**src/rtl/fir_xifu_pkg.sv**
```systemverilog
// rtl/fir_xifu_pkg.sv - shared types and constants for the FIR XIFU pipeline stages
package fir_xifu_pkg;

    localparam int unsigned FIR_XIFU_ID_WIDTH = 4;
    localparam int unsigned FIR_XIFU_XREG_AW  = 5;

    typedef enum logic [1:0] {
        INSTR_NONE     = 2'd0,
        INSTR_XFIRDOTP = 2'd1,
        INSTR_XFIRLW   = 2'd2,
        INSTR_XFIRSW   = 2'd3
    } fir_xifu_instr_e;

    typedef enum logic [1:0] {
        IDLE     = 2'd0,
        MEM_WAIT = 2'd1,
        RES_WAIT = 2'd2
    } fir_xifu_wb_state_e;

    typedef struct packed {
        logic [31:0]                   result;
        logic [4:0]                    rs1;
        logic [4:0]                    rs2;
        logic [FIR_XIFU_XREG_AW-1:0]   rd;
        fir_xifu_instr_e               instr;
        logic [FIR_XIFU_ID_WIDTH-1:0]  id;
    } fir_xifu_ex2wb_t;

    typedef struct packed {
        logic                          we;
        logic [FIR_XIFU_XREG_AW-1:0]   addr;
        logic [31:0]                   data;
    } fir_xifu_wb2regfile_t;

    typedef struct packed {
        logic [FIR_XIFU_ID_WIDTH-1:0]  id;
        logic [31:0]                   data;
        logic [4:0]                    rd;
        logic                          we;
    } fir_xifu_result_t;

endpackage

```
**src/rtl/fir_xifu_wb_skid.sv**
```systemverilog
// rtl/fir_xifu_wb_skid.sv - one-entry registered stage on the X-interface result channel
module fir_xifu_wb_skid #(
    parameter int unsigned W = 8
) (
    input  logic         clk_i,
    input  logic         rst_i,
    input  logic         clear_i,
    input  logic         s_tvalid,
    output logic         s_tready,
    input  logic [W-1:0] s_tdata,
    output logic         m_tvalid,
    input  logic         m_tready,
    output logic [W-1:0] m_tdata
);

    logic         full_q;
    logic [W-1:0] data_q;

    // Accept only when empty so the upstream ready never sees m_tready combinationally.
    assign s_tready = !full_q;
    assign m_tvalid = full_q;
    assign m_tdata  = data_q;

    always_ff @(posedge clk_i) begin
        if (rst_i || clear_i) begin
            full_q <= 1'b0;
            data_q <= '0;
        end else if (s_tvalid && s_tready) begin
            full_q <= 1'b1;
            data_q <= s_tdata;
        end else if (m_tready) begin
            full_q <= 1'b0;
        end
    end

endmodule

```
**src/rtl/fir_xifu_wb.sv**
```systemverilog
// rtl/fir_xifu_wb.sv - FIR XIFU writeback stage; FIR_XIFU_WB_RESULT_SKID_EN adds a result output register
module fir_xifu_wb
    import fir_xifu_pkg::*;
#(
    parameter int unsigned ID_WIDTH = FIR_XIFU_ID_WIDTH,
    parameter int unsigned XREG_AW  = FIR_XIFU_XREG_AW
) (
    input  logic                 clk_i,
    input  logic                 rst_i,
    input  logic                 clear_i,
    input  fir_xifu_ex2wb_t      ex2wb_i,
    output logic                 ready_o,
    input  logic                 mem_result_valid_i,
    input  logic [ID_WIDTH-1:0]  mem_result_id_i,
    input  logic [31:0]          mem_result_rdata_i,
    output logic                 result_valid_o,
    input  logic                 result_ready_i,
    output logic [ID_WIDTH-1:0]  result_id_o,
    output logic [31:0]          result_data_o,
    output logic [4:0]           result_rd_o,
    output logic                 result_we_o,
    output logic                 wb2regfile_we_o,
    output logic [XREG_AW-1:0]   wb2regfile_addr_o,
    output logic [31:0]          wb2regfile_data_o
);

    fir_xifu_wb_state_e   state_q, state_d;
    logic [31:0]          ldata_q;
    logic                 instr_valid;
    logic                 is_lw;
    logic                 is_dotp;
    logic                 mem_match;
    logic                 data_avail;
    logic [31:0]          load_data;
    logic                 res_valid;
    logic                 res_ready;
    logic                 commit;
    fir_xifu_result_t     res_payload;
    fir_xifu_wb2regfile_t rf;
    logic                 unused_rs2;

    assign unused_rs2  = ^ex2wb_i.rs2;

    assign instr_valid = ex2wb_i.instr != INSTR_NONE;
    assign is_lw       = ex2wb_i.instr == INSTR_XFIRLW;
    assign is_dotp     = ex2wb_i.instr == INSTR_XFIRDOTP;

    // Once data sits in ldata_q, later responses with the same id are not ours.
    assign mem_match   = is_lw && (state_q != RES_WAIT) && mem_result_valid_i
                         && (mem_result_id_i == ex2wb_i.id);
    assign data_avail  = (state_q == RES_WAIT) || mem_match;
    assign load_data   = (state_q == RES_WAIT) ? ldata_q : mem_result_rdata_i;
    assign res_valid   = instr_valid && (!is_lw || data_avail);
    assign commit      = res_valid && res_ready;

    always_ff @(posedge clk_i) begin
        if (rst_i || clear_i) begin
            state_q <= IDLE;
        end else begin
            state_q <= state_d;
        end
    end

    always_ff @(posedge clk_i) begin
        if (rst_i || clear_i) begin
            ldata_q <= '0;
        end else if (mem_match) begin
            ldata_q <= mem_result_rdata_i;
        end
    end

    always_comb begin
        state_d = state_q;
        case (state_q)
            IDLE, MEM_WAIT: begin
                if (!is_lw) begin
                    state_d = IDLE;
                end else if (mem_match) begin
                    state_d = commit ? IDLE : RES_WAIT;
                end else begin
                    state_d = MEM_WAIT;
                end
            end
            RES_WAIT: begin
                if (commit || !is_lw) begin
                    state_d = IDLE;
                end
            end
            default: state_d = IDLE;
        endcase
    end

    // Side effects only in the commit cycle, so a stalled instruction writes exactly once.
    always_comb begin
        res_payload = '0;
        rf          = '0;
        if (res_valid) begin
            res_payload.id = ex2wb_i.id;
            if (!is_dotp) begin
                res_payload.data = ex2wb_i.result;
                res_payload.rd   = ex2wb_i.rs1;
                res_payload.we   = 1'b1;
            end
        end
        if (commit && !clear_i && (is_dotp || is_lw)) begin
            rf.we   = 1'b1;
            rf.addr = ex2wb_i.rd;
            rf.data = is_dotp ? ex2wb_i.result : load_data;
        end
        ready_o = !instr_valid || commit;
    end

    assign wb2regfile_we_o   = rf.we;
    assign wb2regfile_addr_o = rf.addr;
    assign wb2regfile_data_o = rf.data;

`ifdef FIR_XIFU_WB_RESULT_SKID_EN
    fir_xifu_result_t skid_data;
    logic             skid_valid;

    fir_xifu_wb_skid #(
        .W($bits(fir_xifu_result_t))
    ) u_skid (
        .clk_i    (clk_i),
        .rst_i    (rst_i),
        .clear_i  (clear_i),
        .s_tvalid (res_valid),
        .s_tready (res_ready),
        .s_tdata  (res_payload),
        .m_tvalid (skid_valid),
        .m_tready (result_ready_i),
        .m_tdata  (skid_data)
    );

    assign result_valid_o = skid_valid;
    assign result_id_o    = skid_data.id;
    assign result_data_o  = skid_data.data;
    assign result_rd_o    = skid_data.rd;
    assign result_we_o    = skid_data.we;
`else
    assign res_ready      = result_ready_i;
    assign result_valid_o = res_valid;
    assign result_id_o    = res_payload.id;
    assign result_data_o  = res_payload.data;
    assign result_rd_o    = res_payload.rd;
    assign result_we_o    = res_payload.we;
`endif

endmodule

```
**config.mk**
```make
export PLATFORM = sky130hd
export DESIGN_NAME = fir_xifu_wb
export DESIGN_NICKNAME = d
export VERILOG_FILES = /design/src/rtl/fir_xifu_pkg.sv /design/src/rtl/fir_xifu_wb_skid.sv /design/src/rtl/fir_xifu_wb.sv
export SDC_FILE = /design/constraint.sdc
export NUM_CORES = 1
export LEC_CHECK = 0
export CAP_MARGIN = 20
export CORE_MARGIN = 2
export CORE_UTILIZATION = 41
export CTS_BUF_LIST = sky130_fd_sc_hd__clkbuf_4 sky130_fd_sc_hd__clkbuf_8
export DETAILED_ROUTE_END_ITERATION = 16
export GPL_TIMING_DRIVEN = 0
export PLACE_DENSITY = 0.88
export SLEW_MARGIN = 10
export SYNTH_ARGS = -nofsm -noshare
export SYNTH_HDL_FRONTEND = slang
export SYNTH_SLANG_ARGS = --single-unit
```
**constraint.sdc**
```tcl
create_clock -name clk_i -period 2.5 [get_ports clk_i]
set_input_delay 0.25 -clock clk_i [delete_from_list [all_inputs] [get_ports clk_i]]
set_output_delay 0.25 -clock clk_i [all_outputs]
set_load 0.02 [all_outputs]
```
# --- Yosys cells after proc, flatten, opt, wreduce, memory -nomap -nowiden ---
# Index checks and enable logic that the tools add are counted.
totals:
  reg_bits: 34
  romBits: 0
  inputBits: 94
  memories: 0
  wordCells: 38
  output_inout_bits: 82
  latch_bits: 0
  ramBits: 0
classes:
  reduce_logical: 19
  n_lt_le_gt_ge: 0
  add_sub_neg: 0
  n_mul: 0
  n_shift: 0
  mux: 10
  bitwise_logic: 0
  div: 0
  n_eq_ne: 7
ops:
  columns: ["op", "count"]
  rows:
  - ["$mux W38", 2]
  - ["$mux W32", 2]
  - ["$mux W42", 1]
  - ["$mux W2", 4]
  - ["$logic_and A1 B1 Y1", 7]
  - ["$logic_or A1 B1 Y1", 6]
  - ["$eq A2 B1 Y1 const B", 2]
  - ["$eq A2 B2 Y1 const B", 2]
  - ["$eq A4 B4 Y1", 1]
  - ["$pmux W2 S2", 1]
  - ["$logic_not A1 Y1", 3]
  - ["$logic_not A2 Y1", 1]
  - ["$ne A2 B1 Y1 const B", 1]
  - ["$ne A2 B2 Y1 const B", 1]
  - ["$reduce_bool A2 Y1", 1]
  - ["$reduce_or A2 Y1", 1]

# --- Longest topological paths before layout ---
# Gate-level depths: netlist (run 1).
depth:
  depth_word: 12
  mapped_depth: 8
  depth_no_buf: 6

# --- Worst setup path before layout (run 1) ---
# OpenSTA, ideal clock, no wires.
synth_timing:
  path_kind: "input port to output port"
  startpoint: "input port ex2wb_i[4] (netlist name)"
  endpoint: "output port wb2regfile_data_o[18]"
  path_stages: 8
  path_buffers: 3
  arrival_time_ps: 1534
  required_time_ps: 2250
  slack_ps: 716
  cell_sequence: "inv_1 -> ha_1 -> clkbuf_1 -> a211oi_1 -> a21oi_1 -> buf_4 -> buf_4 -> nor2_1"
synth_via:
  elab_chain_len: 11
  elab_cells_between_ends: 16
  classes_between: "eq/ne (2); mux (2); reduce/logical (12)"
synth_rtl:
  columns: ["element", "line_no", "source"]
  rows:
  - ["start: declaration", "fir_xifu_wb.sv:11", "input fir_xifu_ex2wb_t ex2wb_i,"]
  - ["$eq A2 B2 Y1", "fir_xifu_wb.sv:45", "assign is_lw = ex2wb_i.instr == INSTR_XFIRLW;"]
  - ["$logic_and A1 B1 Y1 (2 in series)", "fir_xifu_wb.sv:49", "assign mem_match = is_lw && (state_q != RES_WAIT) && mem_result_valid_i"]
  - ["$logic_and A1 B1 Y1", "fir_xifu_wb.sv:50", "&& (mem_result_id_i == ex2wb_i.id);"]
  - ["$logic_or A1 B1 Y1", "fir_xifu_wb.sv:51", "assign data_avail = (state_q == RES_WAIT) || mem_match;"]
  - ["$logic_or A1 B1 Y1", "fir_xifu_wb.sv:53", "assign res_valid = instr_valid && (!is_lw || data_avail);"]
  - ["$logic_and A1 B1 Y1", "fir_xifu_wb.sv:53", null]
  - ["$logic_and A1 B1 Y1", "fir_xifu_wb.sv:54", "assign commit = res_valid && res_ready;"]
  - ["$logic_and A1 B1 Y1 (2 in series)", "fir_xifu_wb.sv:105", "if (commit && !clear_i && (is_dotp || is_lw)) begin"]
  - ["$mux W38 (*)", "fir_xifu_wb.sv:105", null]
  - ["end: declaration", "fir_xifu_wb.sv:24", "output logic [31:0] wb2regfile_data_o"]
# Mark *: on every way between the ends. The rest lies on a longest branch, timed or not.

# --- Worst setup path in the final report (run 1) ---
layout_timing:
  startpoint: "input port ex2wb_i[3] (netlist name)"
  endpoint: "output port wb2regfile_data_o[31]"
layout_via:
  elab_chain_len: 9
layout_rtl:
  columns: ["element", "line_no"]
  rows:
  - ["$eq A4 B4 Y1", "fir_xifu_wb.sv:50"]
  - ["$logic_and A1 B1 Y1", "fir_xifu_wb.sv:50"]
  - ["$logic_or A1 B1 Y1", "fir_xifu_wb.sv:51"]
  - ["$logic_or A1 B1 Y1", "fir_xifu_wb.sv:53"]
  - ["$logic_and A1 B1 Y1", "fir_xifu_wb.sv:53"]
  - ["$logic_and A1 B1 Y1", "fir_xifu_wb.sv:54"]
  - ["$logic_and A1 B1 Y1 (2 in series)", "fir_xifu_wb.sv:105"]
  - ["$mux W38", "fir_xifu_wb.sv:105"]
# Every way passes these cells.

==> results of run 1 <==
## Yosys cell counts (all sizes together)
master	instances	area, um2
dfxtp	34	681
nor4	1	6.26
a211oi	1	7.51
ha	3	37.5
clkbuf	16	60.1
nand4	32	200
buf	22	158
nand3b	1	7.51
a21o	2	15.0
nand2b	1	6.26
a21oi	3	15.0
and4bb	1	12.5
xor2	2	17.5
nor3b	4	30.0
inv	8	30.0
nor2	41	154
mux2	32	360
xnor2	2	17.5
nor2b	1	6.26
a2111oi	1	8.76
and3	39	244
o21ai	32	273
and2	1	8.76
nand2	34	128
nor3	1	5.00
mux2i	32	320
## metal layers
metal	vias to the layer above	wire (um)	part of all wire
met2	146	5130	0.51
met4	0	146	0.015
met1	1544	4100	0.41
met3	12	649	0.065
li1	1605	-	-
met5	-	0	0
## kinds of logic (layout without fill, tap and decap cells)
logic type / count (synthesis) / in the layout / share of synthesized area
flip-flops: 34 / 34 / 0.242
AND/OR/NAND/NOR: 157 / 157 / 0.288
multiplexers: 64 / 64 / 0.242
AO/OA/AOI/OAI: 39 / 39 / 0.114
adder cells (fa/ha/maj): 3 / 3 / 0.0134
XOR/XNOR: 4 / 4 / 0.0125
buffers and inverters: 46 / 230 / 0.0882
## worst paths after layout
check,from,to,slack [ps],cells past startpoint
worst min-delay path,state_q[0],state_q[1],460,1
worst min register to register,state_q[0],state_q[1],460,1
worst max register to register,state_q[0],ldata_q[6],780,7
worst max-delay path,ex2wb_i[3],wb2regfile_data_o[31],8,10
## state kept, by name (all words and copies together), names as in the netlist
name / cells
ldata_q: 32
state_q: 2
## power by group through the flow
stage               combinational [W]  sequential (W)  clock, W
CTS                          0.000584        0.000544  0.000431
detailed placement           0.000613        0.000556         0
floorplan                    0.000284        0.000556         0
global placement             0.000605        0.000556         0
finish                       0.000606        0.000544  0.000424
global route                 0.000647        0.000543  0.000452
## final cells by class
class | count | area [um2] | area share
sequential | 34 | 681 | 0.143
multi-input combinational | 267 | 1950 | 0.410
timing repair buffer | 176 | 1660 | 0.347
tap | 80 | 100 | 0.0210
buffer | 38 | 254 | 0.0532
clock buffer | 7 | 90.1 | 0.0189
inverter | 8 | 30.0 | 0.00629
clock inverter | 1 | 5.00 | 0.00105
## placed cells by master, fill, tap and decap left out, types with 4 or more instances in the layout
cell,Yosys,routed
clkdlybuf4s50_1,0,89
mux2_2,32,32
clkbuf_8,0,6
buf_2,9,8
nor2_2,0,7
clkbuf_1,16,10
nor3b_1,4,4
nor2_4,0,4
clkdlybuf4s15_1,0,4
dlygate4sd2_1,0,57
nand4_1,32,32
buf_6,7,14
dfxtp_1,34,34
buf_4,3,21
and3_1,39,39
inv_1,8,7
nand2_1,34,34
nor2_1,41,30
mux2i_1,32,32
clkbuf_4,0,4
o21ai_2,30,30
## stage by stage
stage	setup TNS, ps	hold slack [ps]
2_1_floorplan	0	393
3_3_place_gp	-34890	426
3_5_place_dp	-37880	449
4_1_cts	-468	457
5_1_grt	-663	475
6_report	0	459
## repair_timing
item	in CTS	in global routing
endpoints found under the hold margin	0	0
resized for setup	157	50
buffers inserted	5	1
pin swaps	3	2
setup endpoints to repair	81	32
## critical path: cells and delay by family
kind | cells | cell delay [ps]
AO/OA/AOI/OAI | 1 | 120
XOR/XNOR | 1 | 200
AND/OR/NAND/NOR | 2 | 460
buffers and inverters | 6 | 1210
==> run summary, run 1 <==
outcome: finished, final reports clean
netlist area before placement: 2810 um2
antenna violations before repair: 0
area grow syn2layout: 69.9%
clock network power share: 0.270
pin count of the biggest net entering global routing: 11
M1 GR Usage: 0.306
fin area: 4770 um2
CP startpoint kind: primary input
Crit Path Max Fanout: 10
post-synthesis sequential area ratio: 0.242
Leak: 2.19 nW
syn_nets: 444
slew at the pin closest to its max-slew limit: 502 ps
fillers: 602
Die ar.: 7530 um2
DR WL/cell: 16.4 um
port bufs: 170
placed cell count: 597
Required @ worst endpoint: 2250 ps
# IOs: 176
Worst EP arrival: 2240 ps
Synth cell types: 30
final hold viol count: 0
Final Max Tran Viols: 0
Sequential Power Share: 0.345
Non-Filler Instances: 611
Slowest-stage cell, CP: clkdlybuf4s50_1
Max Cap Viol: 0
chip width: 86.8 um
H-tree depth: 2
vias: 3307
std cell rows: 30
share of layout cells above drive strength 1: 0.260
total routed wirelength: 10.0 mm
CP peak stage delay: 430 ps
met3 usage: 0.0476
CTS tree: yes
Sw Share: 0.311
Pwr Total: 0.00157 W
sw power: 0.000490 W
GRT Util Overall: 0.255
final core occ: 0.710
residual DRC count: 0
clock buffer count from CTS: 5
Syn. warnings: 0
CTS Buffer Depth: 2
Peak Freq: 0.401 GHz
Worst-Skew Late Latency: 280 ps
Tmin final: 2490 ps
Die Ht: 86.8 um
Antenna Cells: 0
CTS clk-pin slew, worst paths: 60 ps
Routability Congestion: 0.734
Yosys reg bits: 34
ANT nets after route: 0
met2 GRT Util: 0.457
Mean Syn Cell Area: 8.09 um2
grt peak-use layer: met2
hold buffers post-CTS: 0
worst path cell trace: clkdlybuf4s50_1, xor2_1, nor4_2, a21oi_2, buf_4, buf_4, buf_4, buf_6, nor2_1, buf_2
global route total overflow: 0
IR drop worst, VDD: 0.000213 V
Mapped Cells: 347
most used cell, CP: buf_4
Clock Tree Root: clkbuf_8
type of the worst setup path: primary input to output port
Setup WS pre-CTS: -758 ps
pwr dens: 330 nW/um2
Starting Density: 0.418
Comb power frac: 0.385
Final WS setup: 7.75 ps
relative max-transition margin: 0.666
total core area: 6720 um2
DR vias/cell: 5.41
vias in the first global route: 3284
Post-DP HPWL: 7.36 mm
Hold WC Path Type: flip-flop to flip-flop
Iter 0 DRT Violations: 134
final setup violating endpoints: 0
first-pass GRT wire length: 15.5 mm
RSZ-0062 raised after global routing: true
DRT Pass-1 Iters: 5
fin crit share: 0.997
area post-placement: 4610 um2
cell-internal power: 0.00108 W
Final nets: 627
Final Skew: 10.9 ps
Critical Path Sink Type: output port
clock sink count: 34
Note: power is estimated with default switching activity, not from simulation.
==> run 2, diff against run 1 <==
--- a/config.mk
+++ b/config.mk
@@ -12,6 +12,7 @@
 export DETAILED_ROUTE_END_ITERATION = 16
 export GPL_TIMING_DRIVEN = 0
 export PLACE_DENSITY = 0.88
+export SETUP_SLACK_MARGIN = 0.3
 export SLEW_MARGIN = 10
 export SYNTH_ARGS = -nofsm -noshare
 export SYNTH_HDL_FRONTEND = slang
==> run summary, run 2 (synthesis results as in run 1) <==
final hold viol count: 0
type of the worst setup path: primary input to output port
Die ar.: 7530 um2
RR Endpoint: ldata_q[26]
DRT Pass-1 Iters: 5
Worst EP arrival: 1870 ps
area grow syn2layout: 71.3%
vias: 3333
CTS Buffer Depth: 2
pin count of the biggest net entering global routing: 11
Setup WS pre-CTS: -758 ps
vias in the first global route: 3352
Non-Filler Instances: 612
met2 GRT Util: 0.468
R2R Setup Slk: 790 ps
commonest non-fill, non-tap cell in the layout: clkdlybuf4s50_1
chip width: 86.8 um
Worst setup endpoint: wb2regfile_data_o[31]
Critical path origin: ex2wb_i[4]
top flop regs: ldata_q (32), state_q (2)
Clock Tree Root: clkbuf_8
TNS Setup: 0 ps
port bufs: 170
grt peak-use layer: met2
# IOs: 176
Critical Path Sink Type: output port
GRT Util Overall: 0.260
Hold WC Path Type: primary input to flip-flop
global route total overflow: 0
Leak: 2.19 nW
relative max-transition margin: 0.679
Final Skew: 12.7 ps
final setup violating endpoints: 0
Post-DP HPWL: 7.36 mm
most frequent cells in the layout: clkdlybuf4s50_1, buf_2, and3_1
share of layout cells above drive strength 1: 0.376
clock buffer count from CTS: 5
IR drop worst, VDD: 0.000170 V
placed cell count: 597
std cell rows: 30
pwr dens: 333 nW/um2
antenna violations before repair: 0
residual DRC count: 0
R2R Path Start: state_q[0]
Starting Density: 0.418
Top reg by flops: ldata_q
Final nets: 628
met3 usage: 0.0514
fin crit share: 0.847
ANT nets after route: 0
Required @ worst endpoint: 2250 ps
Worst R2R Path Depth: 7
hold buffers post-CTS: 0
Antenna Cells: 0
Iter 0 DRT Violations: 118
Max Cap Viol: 0
Die Ht: 86.8 um
Peak Freq: 0.472 GHz
clock sink count: 34
Crit Path Max Fanout: 10
slew at the pin closest to its max-slew limit: 482 ps
total routed wirelength: 10.3 mm
total core area: 6720 um2
CTS tree: yes
Final Max Tran Viols: 0
CTS clk-pin slew, worst paths: 60 ps
RSZ-0062 raised after global routing: false
final core occ: 0.716
Final WS setup: 382 ps
Routability Congestion: 0.734
max FFs per register: 32
HP Start: result_ready_i
DR vias/cell: 5.45
H-tree depth: 2
CP startpoint kind: primary input
Tmin final: 2120 ps
first-pass GRT wire length: 15.9 mm
M1 GR Usage: 0.309
outcome: finished, final reports clean
DR WL/cell: 16.8 um
Worst-Skew Late Latency: 280 ps
## run 2: cell count changes in the layout (fill, tap and decap cells not counted), sizes merged
cell	change
dlygate4sd2	-49
clkdlybuf4s50	-13
clkdlybuf4s15	+12
buf	+36
clkbuf	+6
dlymetal6s2s	+9
## run 2: stage by stage
stage          total power (W)  instance area (um2)  hold slack [ps]
2_1_floorplan         0.000840                 2810              393
3_3_place_gp           0.00116                 4610              426
3_5_place_dp           0.00117                 4610              449
4_1_cts                0.00157                 4690              457
5_1_grt                0.00167                 4810              464
6_report               0.00160                 4810              429
## run 2: worst min path at each step
stage | to | slack (ps) | cells after the start
after floorplan | ldata_q[29] | 390 | 2
after global placement | state_q[1] | 430 | 1
after detailed placement | state_q[1] | 450 | 1
after CTS | state_q[1] | 460 | 1
after global routing | state_q[1] | 460 | 3
final | state_q[1] | 430 | 3
## run 2: critical path, cell delays in order
cell	delay [ps]
buf_2	100
inv_2	50
ha_4	250
nand3b_1	180
nor4_4	360
a21oi_4	120
buf_8	160
buf_8	140
nor2_1	100
buf_4	150
## run 2: where the power goes
part,switching (W),internal [W]
Sequential,0.000000735,0.000543
Clock,0.000197,0.000233
Combinational,0.000313,0.000317
## run 2: timing repair
| action | CTS | global route |
|---|---|---|
| pin swaps | 4 | 6 |
| buffers inserted | 2 | 1 |
| setup endpoints to repair | 82 | 79 |
| cloned | 2 | 2 |
| resized for setup | 303 | 86 |
## run 2: cell type report
class	count	area, um2
Timing Repair Buffer	177	1570
Multi-Input combinational cell	267	2030
Clock buffer	7	90.1
Buffer	38	312
Tap cell	80	100
Clock inverter	1	5.00
Sequential cell	34	681
Fill cell	584	1910
Inverter	8	30.0
## run 2: metal layers
metal | vias up | share of wire
met5 | - | 0
met4 | 0 | 0.016
met3 | 16 | 0.064
met2 | 146 | 0.51
met1 | 1567 | 0.41
li1 | 1604 | -
